## src/rtl/hera_alu_seq.sv

```systemverilog
`default_nettype none
// ============================================================================
// Module      : hera_alu_seq
// Description : Multi-cycle HERA execute unit. Arithmetic, logic and shift
//               ops complete in one cycle. Signed multiply runs an
//               iterative radix-2 shift-add for WIDTH cycles. Valid/ready
//               handshakes are used on both the issue and result sides. The
//               unit owns the {CB,C,V,Z,S} flag register.
// Revision    : 1.0 - initial release
// ----------------------------------------------------------------------------
// Optional feature macro: HERA_ALU_DIV_EN
//   defined     -> op 11 is an unsigned restoring divide (WIDTH iterations)
//   not defined -> op 11 is an undefined op; no divider hardware is built
// ----------------------------------------------------------------------------
// Ports
//   clk        in   1      clock
//   rst        in   1      synchronous reset, active-low
//   in_valid   in   1      operation offered
//   in_ready   out  1      unit idle, can accept
//   op         in   4      0 ADD 1 SUB 2 AND 3 OR 4 XOR 5 MUL 6 LSL 7 LSR
//                          8 ASR 9 INC 10 DEC 11 DIV
//   opa, opb   in   WIDTH  operands (INC/DEC use opb as the immediate)
//   out_valid  out  1      result available
//   out_ready  in   1      consumer takes result
//   result     out  WIDTH  low result
//   result_hi  out  WIDTH  MUL high half / DIV remainder, otherwise 0
//   flag_wr    in   1      load flags from flag_in
//   flag_in    in   5      {CB,C,V,Z,S}
//   flags      out  5      current {CB,C,V,Z,S}
// ============================================================================
module hera_alu_seq #(
    parameter int WIDTH = 16,
    parameter int CNT_W = 5
) (
    input  logic             clk,
    input  logic             rst,
    input  logic             in_valid,
    output logic             in_ready,
    input  logic [3:0]       op,
    input  logic [WIDTH-1:0] opa,
    input  logic [WIDTH-1:0] opb,
    output logic             out_valid,
    input  logic             out_ready,
    output logic [WIDTH-1:0] result,
    output logic [WIDTH-1:0] result_hi,
    input  logic             flag_wr,
    input  logic [4:0]       flag_in,
    output logic [4:0]       flags
);

    localparam logic [1:0] S_IDLE = 2'd0;
    localparam logic [1:0] S_ITER = 2'd1;
    localparam logic [1:0] S_DONE = 2'd2;

    localparam logic [3:0] OP_ADD = 4'd0;
    localparam logic [3:0] OP_SUB = 4'd1;
    localparam logic [3:0] OP_AND = 4'd2;
    localparam logic [3:0] OP_OR  = 4'd3;
    localparam logic [3:0] OP_XOR = 4'd4;
    localparam logic [3:0] OP_MUL = 4'd5;
    localparam logic [3:0] OP_LSL = 4'd6;
    localparam logic [3:0] OP_LSR = 4'd7;
    localparam logic [3:0] OP_ASR = 4'd8;
    localparam logic [3:0] OP_INC = 4'd9;
    localparam logic [3:0] OP_DEC = 4'd10;
`ifdef HERA_ALU_DIV_EN
    localparam logic [3:0] OP_DIV = 4'd11;
`endif

    localparam logic [CNT_W-1:0]   c_last  = CNT_W'(WIDTH - 1);
    localparam logic [CNT_W-1:0]   c_cnt1  = CNT_W'(1);
    localparam logic [WIDTH-1:0]   c_one   = {{(WIDTH-1){1'b0}}, 1'b1};
    localparam logic [2*WIDTH-1:0] c_one2  = {{(2*WIDTH-1){1'b0}}, 1'b1};

    logic [1:0]         r_state;
    logic [1:0]         w_state_nxt;
    logic [CNT_W-1:0]   r_cnt;
    logic [WIDTH-1:0]   r_result;
    logic [WIDTH-1:0]   r_result_hi;
    logic [4:0]         r_flags;
    // Iteration register: MUL holds {partial_hi, multiplier}, DIV holds
    // {remainder, quotient}. r_m is the multiplicand magnitude / divisor.
    logic [2*WIDTH-1:0] r_acc;
    logic [WIDTH-1:0]   r_m;
    logic               r_sign;
`ifdef HERA_ALU_DIV_EN
    logic               r_is_div;
`endif

    logic w_accept;
    logic w_last;
    assign w_accept = in_valid && (r_state == S_IDLE);
    assign w_last   = (r_cnt == c_last);

    // ------------------------------------------------------------------
    // Single-cycle ALU, evaluated on the live operands at accept
    // ------------------------------------------------------------------
    logic             w_cin;
    logic [WIDTH-1:0] w_addend;
    logic             w_cy;
    logic             w_arith;
    logic             w_upd;
    logic [WIDTH:0]   w_sum;
    logic [WIDTH-1:0] w_alu_res;
    logic             w_c;
    logic             w_v;
    logic [4:0]       w_alu_flags;

    assign w_cin = r_flags[3] & ~r_flags[4];

    always_comb begin
        w_addend  = opb;
        w_cy      = w_cin;
        w_arith   = 1'b0;
        w_upd     = 1'b1;
        w_alu_res = '0;
        w_c       = r_flags[3];
        w_v       = r_flags[2];
        case (op)
            OP_ADD: begin w_addend = opb;  w_cy = w_cin; w_arith = 1'b1; end
            OP_SUB: begin w_addend = ~opb; w_cy = r_flags[4] ? 1'b1 : r_flags[3]; w_arith = 1'b1; end
            OP_INC: begin w_addend = opb;  w_cy = 1'b1;  w_arith = 1'b1; end
            // a - (b + 1) == a + ~b
            OP_DEC: begin w_addend = ~opb; w_cy = 1'b0;  w_arith = 1'b1; end
            OP_AND: w_alu_res = opa & opb;
            OP_OR:  w_alu_res = opa | opb;
            OP_XOR: w_alu_res = opa ^ opb;
            OP_LSL: begin w_alu_res = {opa[WIDTH-2:0], w_cin};      w_c = opa[WIDTH-1]; end
            OP_LSR: begin w_alu_res = {w_cin, opa[WIDTH-1:1]};      w_c = opa[0];       end
            OP_ASR: begin w_alu_res = {opa[WIDTH-1], opa[WIDTH-1:1]}; w_c = opa[0];     end
            default: w_upd = 1'b0;
        endcase
        w_sum = {1'b0, opa} + {1'b0, w_addend} + {{WIDTH{1'b0}}, w_cy};
        if (w_arith) begin
            w_alu_res = w_sum[WIDTH-1:0];
            w_c       = w_sum[WIDTH];
            w_v       = (opa[WIDTH-1] == w_addend[WIDTH-1]) && (w_sum[WIDTH-1] != opa[WIDTH-1]);
        end
        w_alu_flags = w_upd ? {r_flags[4], w_c, w_v, (w_alu_res == '0), w_alu_res[WIDTH-1]}
                            : r_flags;
    end

    // ------------------------------------------------------------------
    // Multiplier step: add multiplicand into the high half when the
    // current multiplier LSB is set, then shift the whole register right.
    // ------------------------------------------------------------------
    logic [WIDTH-1:0]   w_abs_a;
    logic [WIDTH-1:0]   w_abs_b;
    logic [WIDTH:0]     w_mul_sum;
    logic [2*WIDTH-1:0] w_mul_next;
    logic [2*WIDTH-1:0] w_prod;
    logic [4:0]         w_mul_flags;

    assign w_abs_a    = opa[WIDTH-1] ? (~opa + c_one) : opa;
    assign w_abs_b    = opb[WIDTH-1] ? (~opb + c_one) : opb;
    assign w_mul_sum  = {1'b0, r_acc[2*WIDTH-1:WIDTH]} + {1'b0, r_m};
    assign w_mul_next = r_acc[0] ? {w_mul_sum, r_acc[WIDTH-1:1]}
                                 : {1'b0, r_acc[2*WIDTH-1:WIDTH], r_acc[WIDTH-1:1]};
    // Sign applied to the magnitude product on the final step only
    assign w_prod     = r_sign ? (~w_mul_next + c_one2) : w_mul_next;
    assign w_mul_flags = {r_flags[4], r_flags[3],
                          (w_prod[2*WIDTH-1:WIDTH] != {WIDTH{w_prod[WIDTH-1]}}),
                          (w_prod == '0), w_prod[2*WIDTH-1]};

`ifdef HERA_ALU_DIV_EN
    // Restoring divide step: shift next dividend bit into the remainder,
    // subtract the divisor when it fits, and shift the quotient bit in.
    logic [WIDTH:0]     w_div_sh;
    logic [WIDTH:0]     w_div_sub;
    logic               w_div_ge;
    logic [WIDTH-1:0]   w_div_rem;
    logic [2*WIDTH-1:0] w_div_next;
    logic [4:0]         w_div_flags;

    assign w_div_sh    = {r_acc[2*WIDTH-1:WIDTH], r_acc[WIDTH-1]};
    assign w_div_sub   = w_div_sh - {1'b0, r_m};
    assign w_div_ge    = (w_div_sh >= {1'b0, r_m});
    assign w_div_rem   = w_div_ge ? w_div_sub[WIDTH-1:0] : w_div_sh[WIDTH-1:0];
    assign w_div_next  = {w_div_rem, r_acc[WIDTH-2:0], w_div_ge};
    assign w_div_flags = {r_flags[4], r_flags[3], 1'b0, (w_div_next[WIDTH-1:0] == '0), 1'b0};
`endif

    // ------------------------------------------------------------------
    // FSM: state register
    // ------------------------------------------------------------------
    always_ff @(posedge clk) begin
        if (!rst) r_state <= S_IDLE;
        else      r_state <= w_state_nxt;
    end

    // FSM: next state
    always_comb begin
        w_state_nxt = r_state;
        case (r_state)
            S_IDLE: begin
                if (w_accept) begin
                    if (op == OP_MUL)
                        w_state_nxt = S_ITER;
`ifdef HERA_ALU_DIV_EN
                    else if (op == OP_DIV && opb != '0)
                        w_state_nxt = S_ITER;
`endif
                    else
                        w_state_nxt = S_DONE;
                end
            end
            S_ITER:  if (w_last)    w_state_nxt = S_DONE;
            S_DONE:  if (out_ready) w_state_nxt = S_IDLE;
            default: w_state_nxt = S_IDLE;
        endcase
    end

    // FSM: outputs
    always_comb begin
        in_ready  = (r_state == S_IDLE);
        out_valid = (r_state == S_DONE);
    end

    assign result    = r_result;
    assign result_hi = r_result_hi;
    assign flags     = r_flags;

    // ------------------------------------------------------------------
    // Datapath registers
    // ------------------------------------------------------------------
    always_ff @(posedge clk) begin
        if (!rst) begin
            r_cnt       <= '0;
            r_result    <= '0;
            r_result_hi <= '0;
            r_flags     <= '0;
            r_acc       <= '0;
            r_m         <= '0;
            r_sign      <= 1'b0;
`ifdef HERA_ALU_DIV_EN
            r_is_div    <= 1'b0;
`endif
        end else begin
            case (r_state)
                S_IDLE: begin
                    if (w_accept) begin
                        r_cnt <= '0;
`ifdef HERA_ALU_DIV_EN
                        r_is_div <= (op == OP_DIV);
`endif
                        if (op == OP_MUL) begin
                            r_m    <= w_abs_a;
                            r_acc  <= {{WIDTH{1'b0}}, w_abs_b};
                            r_sign <= opa[WIDTH-1] ^ opb[WIDTH-1];
                        end
`ifdef HERA_ALU_DIV_EN
                        else if (op == OP_DIV) begin
                            r_m   <= opb;
                            r_acc <= {{WIDTH{1'b0}}, opa};
                            if (opb == '0) begin
                                r_result    <= {WIDTH{1'b1}};
                                r_result_hi <= opa;
                                r_flags     <= {r_flags[4], r_flags[3], 1'b1, 1'b0, 1'b0};
                            end
                        end
`endif
                        else begin
                            r_result    <= w_alu_res;
                            r_result_hi <= '0;
                            r_flags     <= w_alu_flags;
                        end
                    end else if (flag_wr) begin
                        r_flags <= flag_in;
                    end
                end
                S_ITER: begin
                    r_cnt <= r_cnt + c_cnt1;
`ifdef HERA_ALU_DIV_EN
                    if (r_is_div) begin
                        r_acc <= w_div_next;
                        if (w_last) begin
                            r_result    <= w_div_next[WIDTH-1:0];
                            r_result_hi <= w_div_next[2*WIDTH-1:WIDTH];
                            r_flags     <= w_div_flags;
                        end
                    end else
`endif
                    begin
                        r_acc <= w_mul_next;
                        if (w_last) begin
                            r_result    <= w_prod[WIDTH-1:0];
                            r_result_hi <= w_prod[2*WIDTH-1:WIDTH];
                            r_flags     <= w_mul_flags;
                        end
                    end
                end
                default: ;
            endcase
        end
    end

endmodule
`default_nettype wire

```

## config.mk

```make
export PLATFORM = sky130hd
export DESIGN_NAME = hera_alu_seq
export DESIGN_NICKNAME = d
export VERILOG_FILES = /design/src/rtl/hera_alu_seq.sv
export SDC_FILE = /design/constraint.sdc
export NUM_CORES = 1
export LEC_CHECK = 0
export ABC_AREA = 1
export BUFFER_PORTS_ARGS = -buffer_cell sky130_fd_sc_hd__buf_4
export CAP_MARGIN = 20
export CORE_AREA = 10 10 135 137
export CTS_BUF_LIST = sky130_fd_sc_hd__clkbuf_8
export DETAILED_ROUTE_END_ITERATION = 12
export DIE_AREA = 0 0 145 147
export PLACE_DENSITY = 0.78
export SLEW_MARGIN = 15
export SYNTH_ARGS = -nofsm -noshare
export SYNTH_HDL_FRONTEND = slang
export SYNTH_SLANG_ARGS = --single-unit
export TNS_END_PERCENT = 20
```

## constraint.sdc

```tcl
create_clock -name clk -period 10.2 [get_ports clk]
set_input_delay 1.02 -clock clk [delete_from_list [all_inputs] [get_ports clk]]
set_output_delay 1.02 -clock clk [all_outputs]
set_load 0.01 [all_outputs]
```

==> impl_metrics.csv <==
group,metric,value,unit
finish,fin_cells,1762,
placement,portBuffers,84,
timing,fin_crit_sh,0.4207,
routing,routed_via_density,5.765,
clock_tree,clk_pin_slew_worst_paths,0.11,ns
power,p_per_area,96.31,nW/µm²
global_routing,grt_max_degree,59,
placement,dpl.hpwl,23.67,mm
synthesis,ys_warn_count,0,
timing,period_needed,4.291,ns
setup_path,critPathKind,"in -> reg",
clock_tree,clockBufferDepth,2,
synthesis,synth_edf_count,0,
placement,placed_cells,1746,
routing,firstDrtPassIters,8,
routing,ant_nets,0,
setup_path,crit_fanout,17,
synthesis,synth_cell_types,49,
synthesis,ys_seq_elements,93,
setup_path,critPathRequiredTime,10.55,ns
setup_path,rrSetupSlack,6.56,ns
placement,gp_congestion,0.9897,
power,ir_worst_vdd,0.00007269,V
floorplanning,die_w,145,µm
global_routing,grt_pass1_vias,9589,
placement,pre_cts_slack,5.512,ns
outcome,status,"complete, no violations",
clock_tree,ctsResizeCount,0,
global_routing,grt_util_all_layers,0.2737,
clock_tree,cts_sinks,93,
power,leakagePower,4.952,nW
finish,utilization,0.6394,
hold_path,min_to,"result_hi[4]$_SDFFE_PN0P_",
routing,drtIter0Drc,1215,
synthesis,netlist_area,8980,µm²
clock_tree,cts_max_level,3,
setup_path,crit_path_start_kind,"primary input",
power,p_total,0.9605,mW
clock_tree,cts-root-buf,"clkbuf_8",
synthesis,ys_seq_area_frac,0.2073,
run,max-cap-violations,0,
setup_path,r2r_cells,10,
clock_tree,cts_buffers,9,
finish,layout_commonest_cell,"nand2_1",
synthesis,syn_area_per_cell,6.035,µm²
floorplanning,rows,46,
routing,wirelength,30.05,mm
global_routing,grt_pass1_wl,48.76,mm
finish,layout_common_cells,"nand2_1 (436), inv_1 (159), nor2_1 (122)",
setup_path,r2r_start,"r_state[0]$_SDFFE_PN0P_",
timing,max_freq,233.1,MHz
global_routing,grt_overflow,0,
placement,dpl_cell_area,9758,µm²
timing,tightestPinTransition,1.035,ns
floorplanning,start_util,0.5757,
floorplanning,core_area,15600,µm²
synthesis,synth_fp_nets,1605,
timing,hold_viol_final,0,
finish,antennaDiodeCount,0,
clock_tree,postCtsHoldBufs,0,
finish,fillers,1550,
setup_path,endpoint_kind,"flip-flop",
synthesis,synthCells,1488,
routing,drc,0,
timing,finalSetupTns,0,ns
timing,finClkSkew,0.01848,ns
timing,hold_slack,0.4700,ns
hold_path,hold_path_class,"reg -> reg",
synthesis,synth-async-reset-ratio,0,
timing,rsz0062_at_grt,"no",
hold_path,hp-start,"result_hi[4]$_SDFFE_PN0P_",
clock_tree,cts_setup_buffers,0,
timing,setup_viol,0,
timing,finalWorstSetupSlack,5.909,ns
setup_path,r2r-end,"flags[2]$_SDFFE_PN0P_",
routing,wl_per_cell,17.05,µm
timing,max_slew_margin,0.3075,
finish,finalNetCount,1658,
floorplanning,ioPinCount,85,
synthesis,synth_ff_type,"dfxtp_1",
hold_path,hold_depth,2,
floorplanning,dieArea,21320,µm²
floorplanning,chipHeight,147,µm
routing,num_vias,10160,
global_routing,antenna_found_initial,0,
finish,fin_area,9973,µm²
clock_tree,clock_latency,0.39,ns
timing,slew_violations,0,
setup_path,crit_arrival,4.64,ns
clock_tree,cts_tree,"built",
finish,drive_gt1_frac,0.1113,
finish,area_delta_synth_final,11.06,%
where the power goes:
| group | total, mW | switching, mW | internal, mW |
|---|---|---|---|
| clock | 0.279 | 0.159 | 0.120 |
| sequential | 0.386 | 0.00970 | 0.376 |
| combinational | 0.296 | 0.191 | 0.106 |
| total | 0.961 | 0.359 | 0.601 |
cell usage after synthesis (5+ instances only):
cell	instances	area, µm²
nand2_1	436	1637
a211oi_1	10	75.07
nand3_2	5	50.05
inv_2	10	37.54
ha_1	68	850.8
clkinv_1	7	26.28
inv_1	160	600.6
o21ai_0	82	410.4
nand3b_1	5	37.54
nand3_1	119	595.6
o211ai_1	9	67.56
a21oi_1	108	540.5
dfxtp_1	93	1862
nor2_4	6	67.56
or2_2	14	87.58
nor2_1	125	469.2
xor2_1	42	367.9
nand4_1	19	118.9
clkbuf_1	37	138.9
nor3_1	19	95.09
a31oi_1	23	143.9
buf_1	6	22.52
buf_2	6	30.03
nand2_2	12	75.07
o21bai_1	9	67.56
a221oi_1	6	52.55
nor2_2	5	31.28
critical path, cell delays in order:
cell      delay [ns]
buf_4           0.12
nor2_1          0.12
nand2_1         0.11
o21ai_2         0.81
xor2_1          0.19
fa_1            0.43
inv_1           0.12
nand3_1         0.10
nand2_1         0.12
a21oi_1         0.11
nor2_1          0.13
nor2_1          0.06
o21bai_2        0.21
nand3_1         0.15
nand2_1         0.10
nand2_1         0.05
nand3_1         0.06
nand2_1         0.11
nor2_1          0.10
nand2_1         0.06
nor2_1          0.08
nand3_1         0.07
nand3_1         0.08
nand2_1         0.05
inv_1           0.04
sequential cells by signal, indices dropped and copies added, names as in the netlist:
name and count:
flags 5, r_acc 32, r_cnt 5, r_m 16, r_sign 1, r_state 2, result 16, result_hi 16
kinds of logic (layout without fill, tap and decap cells):
family,after synthesis,after routing,synth area share
flops,93,93,0.2073
simple gates,776,776,0.3737
fa+ha+maj,71,71,0.1014
compound gates,275,275,0.1765
buf+inv,227,285,0.09614
xor+xnor,46,46,0.04486
final cells by class:
| cell class | count | area, µm² | area share |
|---|---|---|---|
| clock inverters | 7 | 91.34 | 0.009158 |
| multi-input cells | 1168 | 6271 | 0.6288 |
| clock buffers | 9 | 123.9 | 0.01242 |
| well taps | 216 | 270.3 | 0.02710 |
| inverters | 177 | 664.4 | 0.06662 |
| flip-flops and latches | 93 | 1862 | 0.1867 |
| repair buffers | 92 | 690.7 | 0.06925 |
worst max-delay path by stage:
stage | startpoint | end | slack, ns
2_1_floorplan | op[3] | flags[1]$_SDFFE_PN0P_ | 6.09
3_3_place_gp | op[3] | flags[1]$_SDFFE_PN0P_ | 5.60
3_5_place_dp | op[3] | flags[1]$_SDFFE_PN0P_ | 5.51
4_1_cts | op[3] | flags[1]$_SDFFE_PN0P_ | 5.92
5_1_grt | op[3] | flags[1]$_SDFFE_PN0P_ | 5.44
6_report | op[3] | flags[1]$_SDFFE_PN0P_ | 5.91
metal layers:
metal / wire (µm) / share of wire / global-route usage
met5: 0 / 0 / 0
met4: 986 / 0.033 / 0.09908
met3: 2472 / 0.082 / 0.04423
met2: 14370 / 0.48 / 0.4789
met1: 12210 / 0.41 / 0.3308
Power figures use the tool's default switching activity.
